--- src/rtl/i2c_capture_pkg.sv ---
// Shared types for the passive I2C transaction capture block.
package i2c_capture_pkg;

  localparam int unsigned DATA_W    = 8;
  localparam int unsigned BIT_CNT_W = 4;

  typedef enum logic [1:0] {
    REC_START  = 2'd0,
    REC_BYTE   = 2'd1,
    REC_STOP   = 2'd2,
    REC_RSTART = 2'd3
  } rec_kind_e;

  typedef struct packed {
    rec_kind_e         kind;
    logic [DATA_W-1:0] data;
    logic              ack;
  } i2c_rec_t;

  typedef enum logic [1:0] {
    ST_IDLE = 2'd0,
    ST_BITS = 2'd1,
    ST_ACK  = 2'd2
  } fsm_state_e;

endpackage

--- src/rtl/i2c_capture_fifo.sv ---
// First-word-fall-through record buffer with sticky overflow and synchronous flush.
module i2c_capture_fifo
  import i2c_capture_pkg::*;
#(
  parameter int unsigned DEPTH = 8
) (
  input  logic     clk,
  input  logic     rst_n,
  input  logic     clear,
  input  logic     push,
  input  i2c_rec_t push_rec,
  input  logic     pop_ready,
  output logic     valid_c,
  output i2c_rec_t head_c,
  output logic     overflow
);

  localparam int unsigned AW = $clog2(DEPTH);
  localparam int unsigned CW = AW + 1;

  logic [AW-1:0] wr_ptr;
  logic [AW-1:0] rd_ptr;
  logic [CW-1:0] count;
  i2c_rec_t      mem [DEPTH];

  logic full_c;
  logic pop_c;
  logic wr_en_c;
  logic ovf_set_c;

  assign valid_c   = (count != '0);
  assign full_c    = (count == CW'(DEPTH));
  assign pop_c     = pop_ready & valid_c;
  // A full buffer still accepts a write when the head leaves in the same cycle.
  assign wr_en_c   = push & ~clear & (~full_c | pop_c);
  assign ovf_set_c = push & ~clear & full_c & ~pop_c;
  assign head_c    = valid_c ? mem[rd_ptr] : '0;

  always_ff @(posedge clk or negedge rst_n) begin
    if (!rst_n) begin
      wr_ptr   <= '0;
      rd_ptr   <= '0;
      count    <= '0;
      overflow <= 1'b0;
    end else if (clear) begin
      wr_ptr   <= '0;
      rd_ptr   <= '0;
      count    <= '0;
      overflow <= 1'b0;
    end else begin
      if (wr_en_c) wr_ptr <= wr_ptr + AW'(1);
      if (pop_c)   rd_ptr <= rd_ptr + AW'(1);
      case ({wr_en_c, pop_c})
        2'b10:   count <= count + CW'(1);
        2'b01:   count <= count - CW'(1);
        default: count <= count;
      endcase
      if (ovf_set_c) overflow <= 1'b1;
    end
  end

  always_ff @(posedge clk) begin
    if (wr_en_c) mem[wr_ptr] <= push_rec;
  end

endmodule

--- src/rtl/i2c_txn_capture.sv ---
// Passive I2C observer: decodes START/RSTART/STOP/BYTE events into a valid/ready record stream.
module i2c_txn_capture
  import i2c_capture_pkg::*;
#(
  parameter int unsigned FIFO_DEPTH  = 8,
  parameter int unsigned SYNC_STAGES = 2
) (
  input  logic              clk,
  input  logic              rst_n,
  input  logic              scl_i,
  input  logic              sda_i,
  input  logic              clear_i,
  input  logic              rec_ready_i,
  output logic              rec_valid_o,
  output logic [1:0]        rec_kind_o,
  output logic [DATA_W-1:0] rec_data_o,
  output logic              rec_ack_o,
  output logic              overflow_o,
  output logic              bus_busy_o
);

  logic [SYNC_STAGES-1:0] scl_sync;
  logic [SYNC_STAGES-1:0] sda_sync;
  logic                   scl_d;
  logic                   sda_d;
  logic                   scl_s;
  logic                   sda_s;

  // Synchronizers and delayed copies idle high, matching a released bus.
  always_ff @(posedge clk or negedge rst_n) begin
    if (!rst_n) begin
      scl_sync <= '1;
      sda_sync <= '1;
      scl_d    <= 1'b1;
      sda_d    <= 1'b1;
    end else begin
      scl_sync <= {scl_sync[SYNC_STAGES-2:0], scl_i};
      sda_sync <= {sda_sync[SYNC_STAGES-2:0], sda_i};
      scl_d    <= scl_s;
      sda_d    <= sda_s;
    end
  end

  assign scl_s = scl_sync[SYNC_STAGES-1];
  assign sda_s = sda_sync[SYNC_STAGES-1];

  logic scl_rise_c;
  logic start_c;
  logic stop_c;

  // Requiring SCL high on both samples lets a simultaneous SCL edge mask the SDA change.
  assign scl_rise_c = scl_s & ~scl_d;
  assign start_c    = scl_s & scl_d &  sda_d & ~sda_s;
  assign stop_c     = scl_s & scl_d & ~sda_d &  sda_s;

  fsm_state_e           state, state_n;
  logic [BIT_CNT_W-1:0] bitcnt, bitcnt_n;
  logic [DATA_W-1:0]    shreg, shreg_n;
  logic                 busy, busy_n;
  logic                 push_c;
  i2c_rec_t             rec_c;
  logic                 push_q;
  i2c_rec_t             rec_q;

  always_ff @(posedge clk or negedge rst_n) begin
    if (!rst_n) begin
      state  <= ST_IDLE;
      bitcnt <= '0;
      shreg  <= '0;
      busy   <= 1'b0;
      push_q <= 1'b0;
      rec_q  <= '0;
    end else begin
      state  <= state_n;
      bitcnt <= bitcnt_n;
      shreg  <= shreg_n;
      busy   <= busy_n;
      push_q <= push_c;
      rec_q  <= rec_c;
    end
  end

  always_comb begin
    state_n  = state;
    bitcnt_n = bitcnt;
    shreg_n  = shreg;
    busy_n   = busy;
    push_c   = 1'b0;
    rec_c    = '0;
    if (start_c) begin
      push_c     = 1'b1;
      rec_c.kind = (state == ST_IDLE) ? REC_START : REC_RSTART;
      busy_n     = 1'b1;
      bitcnt_n   = '0;
      shreg_n    = '0;
      state_n    = ST_BITS;
    end else if (stop_c && (state != ST_IDLE)) begin
      push_c     = 1'b1;
      rec_c.kind = REC_STOP;
      busy_n     = 1'b0;
      bitcnt_n   = '0;
      state_n    = ST_IDLE;
    end else if (scl_rise_c) begin
      case (state)
        ST_BITS: begin
          shreg_n  = {shreg[DATA_W-2:0], sda_s};
          bitcnt_n = bitcnt + BIT_CNT_W'(1);
          if (bitcnt == BIT_CNT_W'(DATA_W - 1)) state_n = ST_ACK;
        end
        ST_ACK: begin
          push_c     = 1'b1;
          rec_c.kind = REC_BYTE;
          rec_c.data = shreg;
          rec_c.ack  = ~sda_s;
          bitcnt_n   = '0;
          state_n    = ST_BITS;
        end
        default: ;
      endcase
    end
  end

  i2c_rec_t head_c;

  i2c_capture_fifo #(
    .DEPTH (FIFO_DEPTH)
  ) u_fifo (
    .clk       (clk),
    .rst_n     (rst_n),
    .clear     (clear_i),
    .push      (push_q),
    .push_rec  (rec_q),
    .pop_ready (rec_ready_i),
    .valid_c   (rec_valid_o),
    .head_c    (head_c),
    .overflow  (overflow_o)
  );

  assign rec_kind_o = head_c.kind;
  assign rec_data_o = head_c.data;
  assign rec_ack_o  = head_c.ack;
  assign bus_busy_o = busy;

endmodule

--- config.mk ---
export PLATFORM = sky130hd
export DESIGN_NAME = i2c_txn_capture
export DESIGN_NICKNAME = d
export VERILOG_FILES = /design/src/rtl/i2c_capture_pkg.sv /design/src/rtl/i2c_capture_fifo.sv /design/src/rtl/i2c_txn_capture.sv
export SDC_FILE = /design/constraint.sdc
export NUM_CORES = 1
export LEC_CHECK = 0
export CAP_MARGIN = 20
export CORE_MARGIN = 3
export CORE_UTILIZATION = 38
export DETAILED_ROUTE_END_ITERATION = 10
export SYNTH_ARGS = -nofsm -noshare
export SYNTH_HDL_FRONTEND = slang
export SYNTH_SLANG_ARGS = --single-unit
--- constraint.sdc ---
create_clock -name clk -period 4.25 [get_ports clk]
set_input_delay 0.6375 -clock clk [delete_from_list [all_inputs] [get_ports clk]]
set_output_delay 0.6375 -clock clk [all_outputs]
set_load 0.05 [all_outputs]
==> reports/summary.txt <==
Hold WS: 106 ps
leakage power of the design: 2.31 nW
DRC viols: 0
FF+latch count, synth: 132
clock network latency to the later pin of the worst-skew pair: 410 ps
via count: 2775
share of the synthesized area in the top cell type: 0.495
number of maximum-capacitance violations: 0
slew at the pin closest to its max-slew limit: 796 ps
post-synth net total: 333
path class of the lowest-slack min-delay path: primary input to asynchronous set/reset pin
CTS H-tree lvls: 4
setup repair after global routing missed its margin: no
CTS buffer count: 17
die extent in y: 125 um
antenna violations before repair: 0
Max IR drop VDD: 0.000248 V
dpl hpwl: 5.72 mm
Initial DRC Count: 169
Fin. Hold Viols: 0
width of the die: 125 um
diode insertion count for antenna repair: 0
first drt pass iteration count: 4
outcome: completed
Layout area overhead: 19.6%
post-CTS setup buffer count: 0
Rows: 42
TritonCTS clock tree: done
top-level port count: 20
synthesized instance count: 319
Antenna Violating Nets Remaining: 0
number of different library cells in the post-synthesis netlist: 50
most common cell after layout, fill and taps aside: sky130_fd_sc_hd__edfxtp_1
clock root cell: sky130_fd_sc_hd__clkbuf_16
share of flip-flops with an asynchronous set or reset: 0.333
Crit Path Class: register to primary output
RePlAce Congestion: 0.757
main flop type after synthesis: sky130_fd_sc_hd__edfxtp_1
highest-count cells in the layout ignoring fill and taps: 88 x sky130_fd_sc_hd__edfxtp_1, 38 x sky130_fd_sc_hd__dfrtp_1, 33 x sky130_fd_sc_hd__nor2_1
largest net degree at the start of global routing: 45
Layout Nets: 372
library cell with the largest summed area after synthesis: sky130_fd_sc_hd__edfxtp_1
final routed wirelength across all metal layers: 9.37 mm
top post-synthesis cells by area: sky130_fd_sc_hd__edfxtp_1 49%, sky130_fd_sc_hd__dfrtp_1 18%, sky130_fd_sc_hd__mux4_2 9.3%, sky130_fd_sc_hd__dfstp_2 3.0%, sky130_fd_sc_hd__mux2i_1 2.4%
Critical Path Max Stage Delay: 730 ps
buffer and inverter count on the worst path: 1
critical path peak fanout: 12
die area: 15500 sq um
final global-route overflow total: 0
worst-case clock skew: 6.46 ps
global-route wire length before repair: 15.7 mm
series of cell instances along the critical path: or3_4 > nor2_4 > nor2_1 > clkdlybuf4s50_1
depth of the worst register-to-register path: 9
Mean Syn Cell Area: 16.7 sq um
number of max-slew violations in the final report: 0
Post-Route Setup TNS: 0 ps
hold bufs inserted after CTS: 0
number of buffers added on ports: 19
final critical delay including setup and external delays: 3160 ps
data arrival time of the worst path: 2520 ps
combined global-route utilization of all metal layers: 0.132
fraction of layout instances using a drive strength above 1: 0.213
Max Freq: 317 MHz
worst relative slew slack: 0.466
area of the core: 13500 sq um
post-synthesis instance area: 5340 sq um
critical path depth in cells: 4
initial core utilization: 0.395
vias in the first global route: 2905
cell with the biggest individual delay on the critical path: sky130_fd_sc_hd__clkdlybuf4s50_1
CTS clock-pin slew for the worst setup and hold paths: 60 ps
detail-routed via count per cell: 5.07
number of enable flip-flop cells after synthesis: 88
required time reported for the critical path endpoint: 3610 ps
count of final setup violators: 0
number of warning messages in the yosys log: 0
average wire length per cell after detail routing: 17.1 um
cell family with the largest share of critical-path delay: simple AND/OR/NAND/NOR gates
share of the clock period used by the worst path after layout: 0.743
buffer depth of the longest clock path: 2
areal power density over the cells: 641 nW/um^2
crit start category: register
Crit. End Element: primary output
sequential share of the synthesized area: 0.703
Resized Gates After CTS: 0
clock sinks: 132
-- final cells by class --
type,instances,area [sq um]
Sequential cell,132,3750
Fill cell,1137,7120
Clock buffer,19,433
Clock inverter,13,159
Inverter,4,15.0
Multi-Input combinational cell,172,1520
Tap cell,176,220
Timing Repair Buffer,31,288
-- where the power goes --
group / leakage [nW] / switching, W / total, W / internal [W]
combinational: 0.677 / 0.000629 / 0.00106 / 0.000434
sequential: 1.36 / 0.0000999 / 0.00159 / 0.00149
clock: 0.275 / 0.000521 / 0.00144 / 0.000919
total: 2.31 / 0.00125 / 0.00409 / 0.00284
-- kinds of logic after synthesis --
group	synth area share
compound gates	0.0455
fa+ha+maj	0.0187
xor+xnor	0.0131
simple gates	0.0855
flops	0.703
buf+inv	0.0124
mux	0.122
-- state kept, by name, indices dropped and copies added, names as in the netlist, 2 cells and up --
register,flops
bitcnt,4
rec_q,11
scl_sync,2
sda_sync,2
shreg,8
state,2
u_fifo.count,4
u_fifo.mem,88
u_fifo.rd_ptr,3
u_fifo.wr_ptr,3
-- cell usage after synthesis, drive strengths merged (3+ instances only) --
library cell  number
edfxtp            88
nor2b              3
nand2b             8
a22o               7
mux4              22
buf                4
dfrtp             38
clkbuf             7
nand3              3
dfstp              6
inv                4
or3                4
nand3b             3
nor2              34
nand2              7
a21oi              7
ha                 8
and2               8
xor2               6
mux2i             13
nor3               7
-- final timing paths --
| path | from | end | slack (ps) |
|---|---|---|---|
| max | u_fifo.count[0]$_DFFE_PN0P_ | rec_kind_o[0] | 1090 |
| min in group clk | scl_sync[0]$_DFF_PN1_ | scl_sync[1]$_DFF_PN1_ | 360 |
| max reg2reg | u_fifo.count[0]$_DFFE_PN0P_ | u_fifo.count[3]$_DFFE_PN0P_ | 1410 |
| max in group asynchronous | rst_n | sda_sync[1]$_DFF_PN1_ | 3610 |
| min reg2reg | scl_sync[0]$_DFF_PN1_ | scl_sync[1]$_DFF_PN1_ | 360 |
| min | rst_n | u_fifo.rd_ptr[1]$_DFFE_PN0P_ | 110 |
-- metrics by stage --
step	utilization	total power, W	instance area, sq um	cells	worst slack (ps)
2_1_floorplan	-	0.00239	5340	319	1320
3_3_place_gp	0.428	0.00268	5780	514	1230
3_5_place_dp	0.428	0.00270	5780	514	1140
4_1_cts	0.471	0.00414	6370	546	1030
5_1_grt	0.473	0.00431	6390	547	955
6_report	0.473	0.00409	6390	547	1090
-- worst reg2reg max path: cells and delay by family (launching register included) --
family | cells | cell delay (ps)
AOI/OAI and AO/OA | 3 | 520
adders and majority gates | 1 | 330
buffers and inverters | 1 | 130
DFF | 1 | 460
muxes | 1 | 300
and+or+nand+nor | 3 | 1000
-- routing by layer --
layer	part of all wire	wire length, um	GRT usage
met4	0.016	147	0.0496
met2	0.49	4550	0.205
met3	0.053	493	0.0467
met1	0.45	4170	0.172
met5	0	0	0
(Power assumes the default switching activity.)
